File: src/rtl/lsu_dcache_pkg.sv
// Shared definitions for the LSU dcache fill path.
// Holds the fill FSM state encoding, requester/way counts, the replacement
// LFSR width and seed, and a small one-hot helper used by the grant logic.
package lsu_dcache_pkg;

   localparam int unsigned NTHR   = 4;
   localparam int unsigned NWAY   = 4;
   localparam int unsigned PTR_W  = 2;
   localparam int unsigned WAY_W  = 2;
   localparam int unsigned LFSR_W = 5;

   localparam logic [LFSR_W-1:0] LFSR_SEED = 5'b11111;

   typedef enum logic [1:0] {
      ST_IDLE = 2'd0,
      ST_SEL  = 2'd1,
      ST_BUSY = 2'd2
   } fill_state_e;

   // One-hot requester vector for a thread index.
   function automatic logic [NTHR-1:0] thr_onehot(input logic [PTR_W-1:0] idx);
      thr_onehot = NTHR'(1) << idx;
   endfunction

endpackage

File: src/rtl/lsu_dcache_rpl_lfsr.sv
// Pseudo-random source for dcache victim selection.
// 5-bit Fibonacci LFSR, taps q[1]^q[4] into q[0], stepping only when
// advance is high.
// Ports:
//   clk     - clock
//   arst_l  - asynchronous active-low reset (loads LFSR_SEED)
//   se      - scan enable, no functional effect
//   advance - step the LFSR this cycle
//   q       - current LFSR state
module lsu_dcache_rpl_lfsr
   import lsu_dcache_pkg::*;
(
   input  logic              clk,
   input  logic              arst_l,
   input  logic              se,
   input  logic              advance,
   output logic [LFSR_W-1:0] q
);

   logic              se_unused;
   logic [LFSR_W-1:0] q_nxt;

   assign se_unused = se;

   // Shift up by one bit, feedback enters at bit 0.
   always_comb begin
      q_nxt = q;
      if (advance) begin
         for (int i = 1; i < int'(LFSR_W); i++) begin
            q_nxt[i] = q[i-1];
         end
         q_nxt[0] = q[1] ^ q[4];
      end
   end

   always_ff @(posedge clk or negedge arst_l) begin
      if (!arst_l) begin
         q <= LFSR_SEED;
      end else begin
         q <= q_nxt;
      end
   end

endmodule

File: src/rtl/lsu_dcache_fill_ctl.sv
// Dcache fill controller: arbitrates per-thread fill requests round-robin,
// picks a victim way and tracks the fill until fill_done.
// FSM: IDLE -> SEL (grant pulse, victim choice, LFSR step) -> BUSY -> IDLE.
// Optional build macro LSU_DCACHE_WAY_LOCK_EN: locked ways are skipped when
// the victim comes from the LFSR; without it set_lock is ignored.
// Ports:
//   clk, arst_l, se - clock, async active-low reset, scan enable
//   fill_req        - per-thread fill request, held until granted
//   set_vld         - valid bits of the indexed set (used in SEL)
//   set_lock        - lock bits of the indexed set (used in SEL)
//   fill_done       - current fill has been written (used in BUSY)
//   fill_gnt        - one-hot grant, high for the SEL cycle only
//   fill_way        - victim way, stable while fill_active
//   fill_active     - a fill is in progress (BUSY)
module lsu_dcache_fill_ctl #(
   parameter int unsigned NTHR = lsu_dcache_pkg::NTHR,
   parameter int unsigned NWAY = lsu_dcache_pkg::NWAY
) (
   input  logic            clk,
   input  logic            arst_l,
   input  logic            se,
   input  logic [NTHR-1:0] fill_req,
   input  logic [NWAY-1:0] set_vld,
   input  logic [NWAY-1:0] set_lock,
   input  logic            fill_done,
   output logic [NTHR-1:0] fill_gnt,
   output logic [1:0]      fill_way,
   output logic            fill_active
);

   import lsu_dcache_pkg::*;

   fill_state_e       state, state_nxt;
   logic [PTR_W-1:0]  rr_ptr, rr_ptr_nxt;
   logic [PTR_W-1:0]  winner, winner_nxt;
   logic [NTHR-1:0]   gnt_nxt;
   logic [WAY_W-1:0]  way_nxt;
   logic              active_nxt;

   logic [LFSR_W-1:0] lfsr_q;
   logic              lfsr_adv_c;

   logic [PTR_W-1:0]  rr_win_c;
   logic [PTR_W-1:0]  rr_idx_c;
   logic              rr_found_c;

   logic [WAY_W-1:0]  rnd_c;
   logic [WAY_W-1:0]  rnd_way_c;
   logic [WAY_W-1:0]  victim_c;

   // Replacement LFSR steps once per SEL cycle; victim sees pre-step value.
   assign lfsr_adv_c = (state == ST_SEL);

   lsu_dcache_rpl_lfsr u_rpl_lfsr (
      .clk     (clk),
      .arst_l  (arst_l),
      .se      (se),
      .advance (lfsr_adv_c),
      .q       (lfsr_q)
   );

   // Round-robin winner: first requester at or above rr_ptr, wrapping.
   always_comb begin
      rr_win_c   = rr_ptr;
      rr_idx_c   = rr_ptr;
      rr_found_c = 1'b0;
      for (int k = 0; k < int'(NTHR); k++) begin
         rr_idx_c = rr_ptr + PTR_W'(k);
         if (!rr_found_c && fill_req[rr_idx_c]) begin
            rr_win_c   = rr_idx_c;
            rr_found_c = 1'b1;
         end
      end
   end

`ifdef LSU_DCACHE_WAY_LOCK_EN
   logic [WAY_W-1:0] lk_idx_c;
   logic             lk_found_c;

   // Random way steered upward past locked ways; all locked keeps rnd.
   always_comb begin
      rnd_c      = {lfsr_q[0], lfsr_q[2]};
      rnd_way_c  = rnd_c;
      lk_idx_c   = rnd_c;
      lk_found_c = 1'b0;
      for (int k = 0; k < int'(NWAY); k++) begin
         lk_idx_c = rnd_c + WAY_W'(k);
         if (!lk_found_c && !set_lock[lk_idx_c]) begin
            rnd_way_c  = lk_idx_c;
            lk_found_c = 1'b1;
         end
      end
   end
`else
   logic lock_unused;

   assign lock_unused = |set_lock;

   always_comb begin
      rnd_c     = {lfsr_q[0], lfsr_q[2]};
      rnd_way_c = rnd_c;
   end
`endif

   // Invalid ways win over the random pick; downward scan leaves the lowest.
   always_comb begin
      victim_c = rnd_way_c;
      for (int k = int'(NWAY) - 1; k >= 0; k--) begin
         if (!set_vld[k]) begin
            victim_c = WAY_W'(k);
         end
      end
   end

   // Next state and next values of all registered outputs.
   always_comb begin
      state_nxt  = state;
      rr_ptr_nxt = rr_ptr;
      winner_nxt = winner;
      gnt_nxt    = '0;
      way_nxt    = fill_way;
      active_nxt = 1'b0;
      case (state)
         ST_IDLE: begin
            if (|fill_req) begin
               state_nxt  = ST_SEL;
               winner_nxt = rr_win_c;
               gnt_nxt    = thr_onehot(rr_win_c);
            end
         end
         ST_SEL: begin
            state_nxt  = ST_BUSY;
            rr_ptr_nxt = winner + PTR_W'(1);
            way_nxt    = victim_c;
            active_nxt = 1'b1;
         end
         ST_BUSY: begin
            if (fill_done) begin
               state_nxt = ST_IDLE;
            end else begin
               active_nxt = 1'b1;
            end
         end
         default: begin
            state_nxt = ST_IDLE;
         end
      endcase
   end

   always_ff @(posedge clk or negedge arst_l) begin
      if (!arst_l) begin
         state       <= ST_IDLE;
         rr_ptr      <= '0;
         winner      <= '0;
         fill_gnt    <= '0;
         fill_way    <= '0;
         fill_active <= 1'b0;
      end else begin
         state       <= state_nxt;
         rr_ptr      <= rr_ptr_nxt;
         winner      <= winner_nxt;
         fill_gnt    <= gnt_nxt;
         fill_way    <= way_nxt;
         fill_active <= active_nxt;
      end
   end

endmodule
File: config.mk
export PLATFORM = sky130hd
export DESIGN_NAME = lsu_dcache_fill_ctl
export DESIGN_NICKNAME = d
export VERILOG_FILES = /design/src/rtl/lsu_dcache_pkg.sv /design/src/rtl/lsu_dcache_rpl_lfsr.sv /design/src/rtl/lsu_dcache_fill_ctl.sv
export SDC_FILE = /design/constraint.sdc
export NUM_CORES = 1
export LEC_CHECK = 0
export BUFFER_PORTS_ARGS = -buffer_cell sky130_fd_sc_hd__buf_2
export CORE_MARGIN = 3
export CORE_UTILIZATION = 49
export DETAILED_ROUTE_END_ITERATION = 10
export PLACE_DENSITY = 0.87
export SYNTH_ARGS = -nofsm -noshare
export SYNTH_HDL_FRONTEND = slang
export SYNTH_HIERARCHICAL = 1
export SYNTH_SLANG_ARGS = --single-unit
File: constraint.sdc
create_clock -name clk -period 2.1 [get_ports clk]
set_clock_uncertainty 0.2 [all_clocks]
set_input_delay 0.42 -clock clk [delete_from_list [all_inputs] [get_ports clk]]
set_output_delay 0.42 -clock clk [all_outputs]
set_load 0.02 [all_outputs]
==> out/metrics.yaml <==
sta:
  slew_violations: 0
  fmax_ghz: 0.558
  setup_viol: 0
  relSlewSlack: 0.630
  final_hold_viol_count: 0
  period_minus_slack_ns: 1.79
  period_share: 0.853
  worst_pin_slew_ns: 0.554
  tns_ns: 0
  rsz0062_at_grt: "false"
synthesis:
  syn_avg_cell_area_um2: 11.4
  syn_inst: 74
  yosysTopAreaCell: "dfrtp_1"
  synth_seq_cells: 18
  yosys-top-cells-area: "dfrtp_1, dfstp_2, mux2_2"
  yosysSeqAreaShare: 0.542
  yosysWarnings: 6
  netlist.area_leader.share: 0.386
  netlist-cell-type-count: 25
  synth_nets: 93
  syn-cell-area_um2: 842
critical_path:
  regToRegStartpoint: "state[0]"
  path_max_fanout: 5
  cp.arrival_ns: 1.78
  worst_setup_path_end_kind: "flop"
  crit_chain: "inv_1 -> ha_1 -> or2b_2 -> inv_1 -> mux2_2"
  crit_start: "state[0]"
  cpPeakStageDelay_ns: 0.40
  start_kind: "flop"
  crit_type: "reg2reg"
  r2r_end: "winner[1]"
  crit_end: "winner[1]"
  reg2regPathDepth: 5
  slowest_stage: "dfrtp_1"
  cp.required_ns: 2.08
  regToRegSetupSlack_ns: 0.31
  crit_path_frequent_cell: "inv_1"
cts:
  cts_max_level: 1
  cts_buffer_depth: 2
  root_buffer: "clkbuf_4"
  numCtsBuffers: 3
  cts_sinks: 18
  clk_latency_ns: 0.29
  clkTransAtPathRegs_ns: 0.10
  tritoncts: "done"
floorplanning:
  start_util: 0.540
  core_um2: 1560
  die_w_um: 47.5
  row_count: 14
  die_h_um: 47.5
  ios: 23
  dieArea_um2: 2250
outcome:
  status: "complete, no violations"
route:
  wl_per_cell_um: 13.7
  viasPerCell: 5.65
  num_vias: 627
  drcViolationCount: 0
  drtIter0Drc: 6
  dr.pass1.iters: 3
  ant_nets: 0
  wl_um: 1520
pwr:
  ir_drop_mv: 0.865
  p_leak_nw: 0.465
  powerDensity_nw_per_um2: 1430
global_routing:
  grt_usage: 0.159
  grt.overflow.total: 0
  met1_usage: 0.167
  gr-usage-met3: 0.0677
  grt_max_degree: 19
  gr-usage-met2: 0.291
  grt_pass1_vias: 613
  antenna_found_initial: 0
  grt_pass1_wl_um: 2420
  busiest_layer: "met2"
finish:
  ff_latch_area_um2: 457
  antenna_cells: 0
  layout_common_cells: "buf_2, dfrtp_1, o21ai_0"
  multi_input_area_um2: 363
  mostFrequentLayoutCell: "buf_2"
  area_delta_synth_final_pct: 17.5
  final_nets: 115
  fillerInstances: 125
  drive_gt1_frac: 0.368
  final_area_um2: 990
placement:
  postPlaceCellArea_um2: 943
  gp_congestion: 0.663
  dpl.hpwl_um: 1150
  io_buffer_count: 17
worst_hold_path:
  worstHoldPathType: "in2reg"
run:
  max_cap_viol_count: 0
[registers in the layout, indices dropped and copies added (netlist names)]
name and cells:
fill_way 2, state 2, winner 2, fill_active 1, rr_ptr 2, fill_gnt 4
u_rpl_lfsr/q 5
[power breakdown]
group          switching (mW)  leakage (nW)  internal [mW]  total (mW)
clock                   0.103        0.0210          0.106       0.209
combinational           0.298         0.228          0.271       0.570
sequential              0.102         0.216          0.533       0.635
[routing by layer]
layer / share of wire / up-vias / wire length (µm)
met5: 0 / - / 0
met4: 0 / 0 / 0
met3: 0.051 / 0 / 78
met2: 0.52 / 16 / 791
met1: 0.43 / 305 / 646
li1: - / 306 / -
[cell usage after synthesis]
| master | instances |
|---|---|
| or2b_2 | 1 |
| nand2b_1 | 1 |
| nand2_1 | 5 |
| a21oi_1 | 4 |
| nor3b_1 | 1 |
| dfstp_2 | 5 |
| a2111o_1 | 1 |
| o21a_1 | 2 |
| mux2_2 | 6 |
| nor3_1 | 2 |
| ha_1 | 3 |
| and4bb_2 | 1 |
| and3_1 | 1 |
| o2111ai_1 | 1 |
| inv_1 | 5 |
| xnor2_1 | 2 |
| dfrtp_1 | 13 |
| nor2_1 | 3 |
| nor2b_1 | 5 |
| o21ai_0 | 7 |
| clkbuf_1 | 1 |
| a2bb2oi_1 | 1 |
| nor4_2 | 1 |
| a21boi_0 | 1 |
| o221ai_1 | 1 |
[final cells by class]
cell class | count | share of cell area
clock buffer | 4 | 0.0367
inverter | 5 | 0.0190
tap | 16 | 0.0202
multi-input combinational | 50 | 0.367
timing repair buffer | 18 | 0.0961
sequential | 18 | 0.461
[what timing repair did]
item	4_1_cts	5_1_grt
buffers inserted	0	0
gates resized for setup	0	0
hold endpoints to repair	13	0
hold buffers	1	0
[worst max-delay path, delay by kind of cell (launching register included)]
| kind | cells | cell delay [ns] |
|---|---|---|
| mux | 1 | 0.32 |
| simple gates | 1 | 0.35 |
| flops | 1 | 0.40 |
| buf+inv | 2 | 0.19 |
| fa+ha+maj | 1 | 0.22 |
[how the worst min path moves through the flow]
stage	from	endpoint	slack, ns	cells past startpoint
floorplan	arst_l	fill_active	-0.08	0
global placement	arst_l	fill_way[1]	0.16	1
detailed placement	arst_l	fill_way[1]	0.16	1
CTS	set_vld[0]	fill_way[1]	0.21	3
global route	set_vld[0]	fill_way[1]	0.21	3
finish	set_vld[0]	fill_way[1]	0.21	3
[metrics by stage]
step            util  worst slack, ns  total power [mW]  instances  hold slack (ns)
2_1_floorplan      -            0.443              1.06         74          -0.0756
3_3_place_gp   0.605            0.299              1.18        106            0.162
3_5_place_dp   0.605            0.315              1.22        106            0.164
4_1_cts        0.635            0.303              1.44        111            0.207
5_1_grt        0.635            0.241              1.53        111            0.208
6_report       0.635            0.308              1.41        111            0.212
[cells by family after synthesis]
family / count (synthesis) / synth area share
simple gates: 21 / 0.149
compound gates: 18 / 0.137
flops: 18 / 0.542
xor+xnor: 2 / 0.0208
fa+ha+maj: 3 / 0.0446
mux: 6 / 0.0802
buf+inv: 6 / 0.0267
Power figures use the tool's default switching activity.
